<file path="src/rtl/booth_divider.sv">
// Sequential signed divider: 2N-bit dividend by N-bit divisor, restoring algorithm on magnitudes.
// Define BOOTH_DIV_OVERFLOW_EN to add the overflow port and quotient saturation.
module booth_divider #(
   parameter int unsigned N = 4
) (
   input  logic           clock,
   input  logic           reset,
   input  logic           start,
   input  logic [2*N-1:0] dividend,
   input  logic [N-1:0]   divisor,
   output logic [N-1:0]   quotient,
   output logic [N-1:0]   remainder,
   output logic           busy,
   output logic           done,
   output logic           div_by_zero
`ifdef BOOTH_DIV_OVERFLOW_EN
   ,
   output logic           overflow
`endif
);

   localparam int unsigned CW = $clog2(2*N) + 1;

   typedef enum logic [1:0] {IDLE, RUN, FIX} state_t;

   state_t         state;
   logic [2*N-1:0] qreg;
   logic [N-1:0]   rreg;
   logic [N-1:0]   dmag;
   logic           sgn_dvd;
   logic           sgn_dvs;
   logic           zero_div;
   logic [CW-1:0]  count;

   logic [2*N-1:0] dvd_mag;
   logic [N-1:0]   dvs_mag;
   logic [N:0]     shifted;
   logic [N+1:0]   diff;
   logic [N-1:0]   rem_next;
   logic           qbit;
   logic           neg_q;
   logic [2*N-1:0] q_signed;
   logic [N-1:0]   r_fix;

   // 2N-bit unsigned magnitude keeps -2^(2N-1) exact
   always_comb begin
      dvd_mag = dividend[2*N-1] ? -dividend : dividend;
      dvs_mag = divisor[N-1] ? -divisor : divisor;
   end

   always_comb begin
      shifted  = {rreg, qreg[2*N-1]};
      diff     = {1'b0, shifted} - {2'b00, dmag};
      qbit     = ~diff[N+1];
      rem_next = qbit ? diff[N-1:0] : shifted[N-1:0];
   end

   always_comb begin
      neg_q    = sgn_dvd ^ sgn_dvs;
      q_signed = neg_q ? -qreg : qreg;
      r_fix    = sgn_dvd ? -rreg : rreg;
   end

`ifdef BOOTH_DIV_OVERFLOW_EN
   logic [2*N-1:0] pos_lim;
   logic [2*N-1:0] neg_lim;
   logic           ovf;
   logic [N-1:0]   q_sat;

   // Range test on the magnitude avoids the 2N-bit wrap of +2^(2N-1)
   always_comb begin
      pos_lim = {{(N+1){1'b0}}, {(N-1){1'b1}}};
      neg_lim = {{N{1'b0}}, 1'b1, {(N-1){1'b0}}};
      ovf     = neg_q ? (qreg > neg_lim) : (qreg > pos_lim);
      q_sat   = neg_q ? {1'b1, {(N-1){1'b0}}} : {1'b0, {(N-1){1'b1}}};
   end
`endif

   always_ff @(posedge clock or posedge reset) begin
      if (reset) begin
         state       <= IDLE;
         qreg        <= '0;
         rreg        <= '0;
         dmag        <= '0;
         sgn_dvd     <= 1'b0;
         sgn_dvs     <= 1'b0;
         zero_div    <= 1'b0;
         count       <= '0;
         quotient    <= '0;
         remainder   <= '0;
         busy        <= 1'b0;
         done        <= 1'b0;
         div_by_zero <= 1'b0;
`ifdef BOOTH_DIV_OVERFLOW_EN
         overflow    <= 1'b0;
`endif
      end else begin
         done <= 1'b0;
         case (state)
            IDLE: begin
               if (start) begin
                  busy        <= 1'b1;
                  div_by_zero <= 1'b0;
`ifdef BOOTH_DIV_OVERFLOW_EN
                  overflow    <= 1'b0;
`endif
                  sgn_dvd     <= dividend[2*N-1];
                  sgn_dvs     <= divisor[N-1];
                  dmag        <= dvs_mag;
                  rreg        <= '0;
                  count       <= CW'(2*N);
                  if (divisor == '0) begin
                     // Raw dividend kept so its low bits become the remainder
                     zero_div <= 1'b1;
                     qreg     <= dividend;
                     state    <= FIX;
                  end else begin
                     zero_div <= 1'b0;
                     qreg     <= dvd_mag;
                     state    <= RUN;
                  end
               end
            end
            RUN: begin
               qreg  <= {qreg[2*N-2:0], qbit};
               rreg  <= rem_next;
               count <= count - CW'(1);
               if (count == CW'(1)) state <= FIX;
            end
            FIX: begin
               busy  <= 1'b0;
               done  <= 1'b1;
               state <= IDLE;
               if (zero_div) begin
                  quotient    <= '1;
                  remainder   <= qreg[N-1:0];
                  div_by_zero <= 1'b1;
               end else begin
`ifdef BOOTH_DIV_OVERFLOW_EN
                  quotient  <= ovf ? q_sat : q_signed[N-1:0];
                  overflow  <= ovf;
`else
                  quotient  <= q_signed[N-1:0];
`endif
                  remainder <= r_fix;
               end
            end
            default: state <= IDLE;
         endcase
      end
   end

endmodule

</file>
<file path="config.mk">
export PLATFORM = sky130hd
export DESIGN_NAME = booth_divider
export DESIGN_NICKNAME = d
export VERILOG_FILES = /design/src/rtl/booth_divider.sv
export SDC_FILE = /design/constraint.sdc
export NUM_CORES = 1
export LEC_CHECK = 0
export ABC_AREA = 1
export CAP_MARGIN = 15
export CORE_ASPECT_RATIO = 0.6
export CORE_MARGIN = 4
export CORE_UTILIZATION = 49
export CTS_CLUSTER_DIAMETER = 80
export DETAILED_ROUTE_END_ITERATION = 8
export HOLD_SLACK_MARGIN = 0.05
export PLACE_DENSITY = 0.72
export SLEW_MARGIN = 20
export SYNTH_ARGS = -nofsm -noshare
export SYNTH_HDL_FRONTEND = slang
export SYNTH_SLANG_ARGS = --single-unit
export TNS_END_PERCENT = 10
</file>
<file path="constraint.sdc">
create_clock -name clock -period 3.3 [get_ports clock]
set_clock_uncertainty 0.2 [all_clocks]
set_input_delay 0.33 -clock clock [delete_from_list [all_inputs] [get_ports clock]]
set_output_delay 0.33 -clock clock [all_outputs]
set_load 0.005 [all_outputs]
</file>
==> impl_summary.log <==
INFO  metric p_leak = 1.225 nW
INFO  metric setup-tns-final = 0 ps
INFO  metric synth-edff-count = 0
INFO  metric synth_top_area_cell = dfrtp_1
INFO  metric maxClockFrequency = around 520 MHz
INFO  metric post_cts.repair.setup_buffers = 0
INFO  metric layout.cell_area.non_filler = ~2400 um^2
INFO  metric cts_buffer_depth = 2
INFO  metric rsz0062_at_grt = false
INFO  metric synthTopCellsByArea = dfrtp_1 (44%), nand2_1 (13%), inv_1 (7.4%)
INFO  metric run_status = completed
INFO  metric synth-warning-count = 0
INFO  metric critical_path.startpoint_type = input pin
INFO  metric grt_first_pass_wirelength = roughly 7700 um
INFO  metric timing.final.ws_setup = ~1400 ps
INFO  metric synth_common_cells = nand2_1 (70), inv_1 (40), dfrtp_1 (36)
INFO  metric post-dp-hpwl = around 3300 um
INFO  metric placement.cell_area = 2332 um^2
INFO  metric yosysUniqueCellTypes = 26
INFO  metric routed_wire_length_per_instance = ~13 um
INFO  metric vdd_ir_drop_max = just over 0.4 mV
INFO  metric die_h = 57.94 um
INFO  metric final-seq-area = ~900 um^2
INFO  metric antenna-diode-count = 0
INFO  metric clkSlewWorstSetupHoldPaths = 70 ps
INFO  metric timing.reg2reg.setup_slack = roughly 1500 ps
INFO  metric io_buffers = 25
INFO  metric grt_pass1_vias = between 1500 and 2000
INFO  metric drtAntennaViolNets = 0
INFO  metric nets_in_the_synthesized_netlist = 285
INFO  metric timing_worst_slew_pin_value = a little under 500 ps
INFO  metric insertion_delay = 290 ps
INFO  metric globalRoute.totalOverflow = 0
INFO  metric critical_path_arrival = 1890 ps
INFO  metric rows = 17
INFO  metric globalplace.congestion = 0.8341
INFO  metric ys_dominant_reg_cell = dfrtp_1
INFO  metric floorplan.die.width = roughly 90 um
INFO  metric synth_area = roughly 2000 um^2
INFO  metric yosysMostFrequentCell = nand2_1
INFO  metric setup.worst_path.end_class = flop
INFO  metric detail_route.first_pass.iterations = 4
INFO  metric grt_start_max_net_pins = 25
INFO  metric pin_count = 26
INFO  metric number_of_buffers_created_by_cts = 5
INFO  metric layout_min_cycle_time = 1909 ps
INFO  metric timing.critical_path.from = divisor[0]
INFO  metric holdBufCountCts = 0
INFO  metric cts_root_buffer = clkbuf_8
INFO  metric core_region_area = 3829 um^2
INFO  metric tritoncts = built
INFO  metric post_synth.cell_area_avg = around 7.9 um^2
INFO  metric setup_viol = 0
INFO  metric yosysTopAreaCellShare = about 44%
INFO  metric cts_repair_resize_count = 0
INFO  metric finalWirelength = between 4000 and 5000 um
INFO  metric worst_ep_required_time = ~3300 ps
INFO  metric detailroute.via_count = roughly 1800
INFO  metric maxSlewViolCount = 0
INFO  metric fillerInstances = ~350
INFO  metric drc = 0
INFO  metric seq_area_frac_synth = between 40% and 50%
INFO  metric drv_cap = 0
INFO  metric multi_input_comb_area = 942.2 um^2
INFO  metric groute.layer.met1.usage = between 20% and 30%
INFO  metric floorplan.initialDensity = a little over half
INFO  metric timing.final.hold_violations = 0
INFO  metric grt_antenna_before_repair = 0
INFO  metric grt.met2_usage = between 20% and 30%
INFO  metric crit-reg2reg-launch = state[1]
INFO  metric timing.hold.worst.class = input pin to async pin
INFO  metric layout-drive-gt1-share = between 6 and 7%
INFO  metric grt_usage = between 10% and 20%
INFO  metric clock_sinks = 36
INFO  metric drt-vias-per-instance = 5.256
INFO  metric power = around 2.3 mW
INFO  metric syn2layout_area_growth = 19.78%
INFO  metric global_route.usage.met3 = between 4 and 5%
INFO  metric dr.first_iter.drc_count = 133
INFO  metric final.period_utilization = 57.86%
INFO  metric place_ws = around 1100 ps
INFO  metric grt.busiest_layer = met1
INFO  metric finish.net_count = between 300 and 400
INFO  metric h-tree-depth = 2
INFO  metric crit_fanout = 7
INFO  metric ys_ff_latch = 36
INFO  metric maxSlewHeadroom = 67.85%
INFO  metric class_of_the_most_critical_setup_path = input pin to flop
INFO  metric powerDensity = 938.4 nW/um^2
INFO  metric syn_inst = 259
INFO  metric async_reset_ff_share = 100.0%
INFO  metric fp.dieArea = roughly 5300 um^2
through the flow:
stage | hold WS, ps | cells | utilization [%]
floorplan | 252.8 | 259 | -
global placement | 269.1 | 328 | 60.92
detailed placement | 265.4 | 328 | 60.92
CTS | 167.7 | 336 | 63.73
global route | 205.8 | 336 | 63.73
finish | 153.6 | 336 | 63.73
cells in the final DEF, fill, tap and decap left out, types with 6 or more instances in the layout:
cell type         n
dfrtp_1          36
nand2_1          70
inv_1            40
nor2_1           13
nand3_1          21
inv_2             6
o21ai_0          17
ha_1             10
a22oi_1           7
clkdlybuf4s50_1  25
logic make-up (layout without fill, tap and decap cells):
family | Yosys count | in the layout | share of synthesized area, %
xor+xnor | 4 | 4 | 1.720
simple gates | 114 | 114 | 24.32
fa+ha+maj | 11 | 11 | 7.125
buf+inv | 50 | 80 | 9.521
flops | 36 | 36 | 44.23
compound gates | 44 | 44 | 13.08
state kept, by name (all words and copies together), names as in the netlist, 2 cells and up:
signal and count:
state 2, count 4, quotient 4, dmag 4, remainder 4, qreg 8, rreg 4
worst max-delay path: stages:
cell	delay [ps]
clkdlybuf4s50_1	460
inv_1	60
ha_1	220
nand2_1	190
nand2_1	160
inv_1	200
nand3_1	100
nand3_1	100
nand2_1	60
per-layer routing:
metal	vias to the layer above	wire, um	part of all wire, %
met1	821	2348	53
met3	5	243	5.5
met5	-	0	0
met2	47	1779	40
li1	893	-	-
met4	0	45	1.0
where the power goes:
part / internal, mW / switching, mW / leakage, nW
Combinational: 0.467 / 0.639 / 0.730
Sequential: 0.644 / 0.154 / 0.439
Clock: 0.224 / 0.161 / 0.0552
area by class of cell:
| cell class | instances | area share, % |
|---|---|---|
| clock buffers | 6 | 2.974 |
| flip-flops and latches | 36 | 36.92 |
| repair buffers | 26 | 10.56 |
| multi-input cells | 173 | 38.62 |
| inverters | 46 | 7.077 |
| well taps | 47 | 2.410 |
| clock inverters | 2 | 1.436 |
final timing paths:
check | end | depth (start not counted)
max reg2reg | qreg[2] | 6
min | qreg[5] | 2
max in group asynchronous | dmag[1] | 3
min reg2reg | busy | 2
min in group clock | busy | 2
max | qreg[5] | 9
No activity file was read; power rests on OpenSTA's default activity.
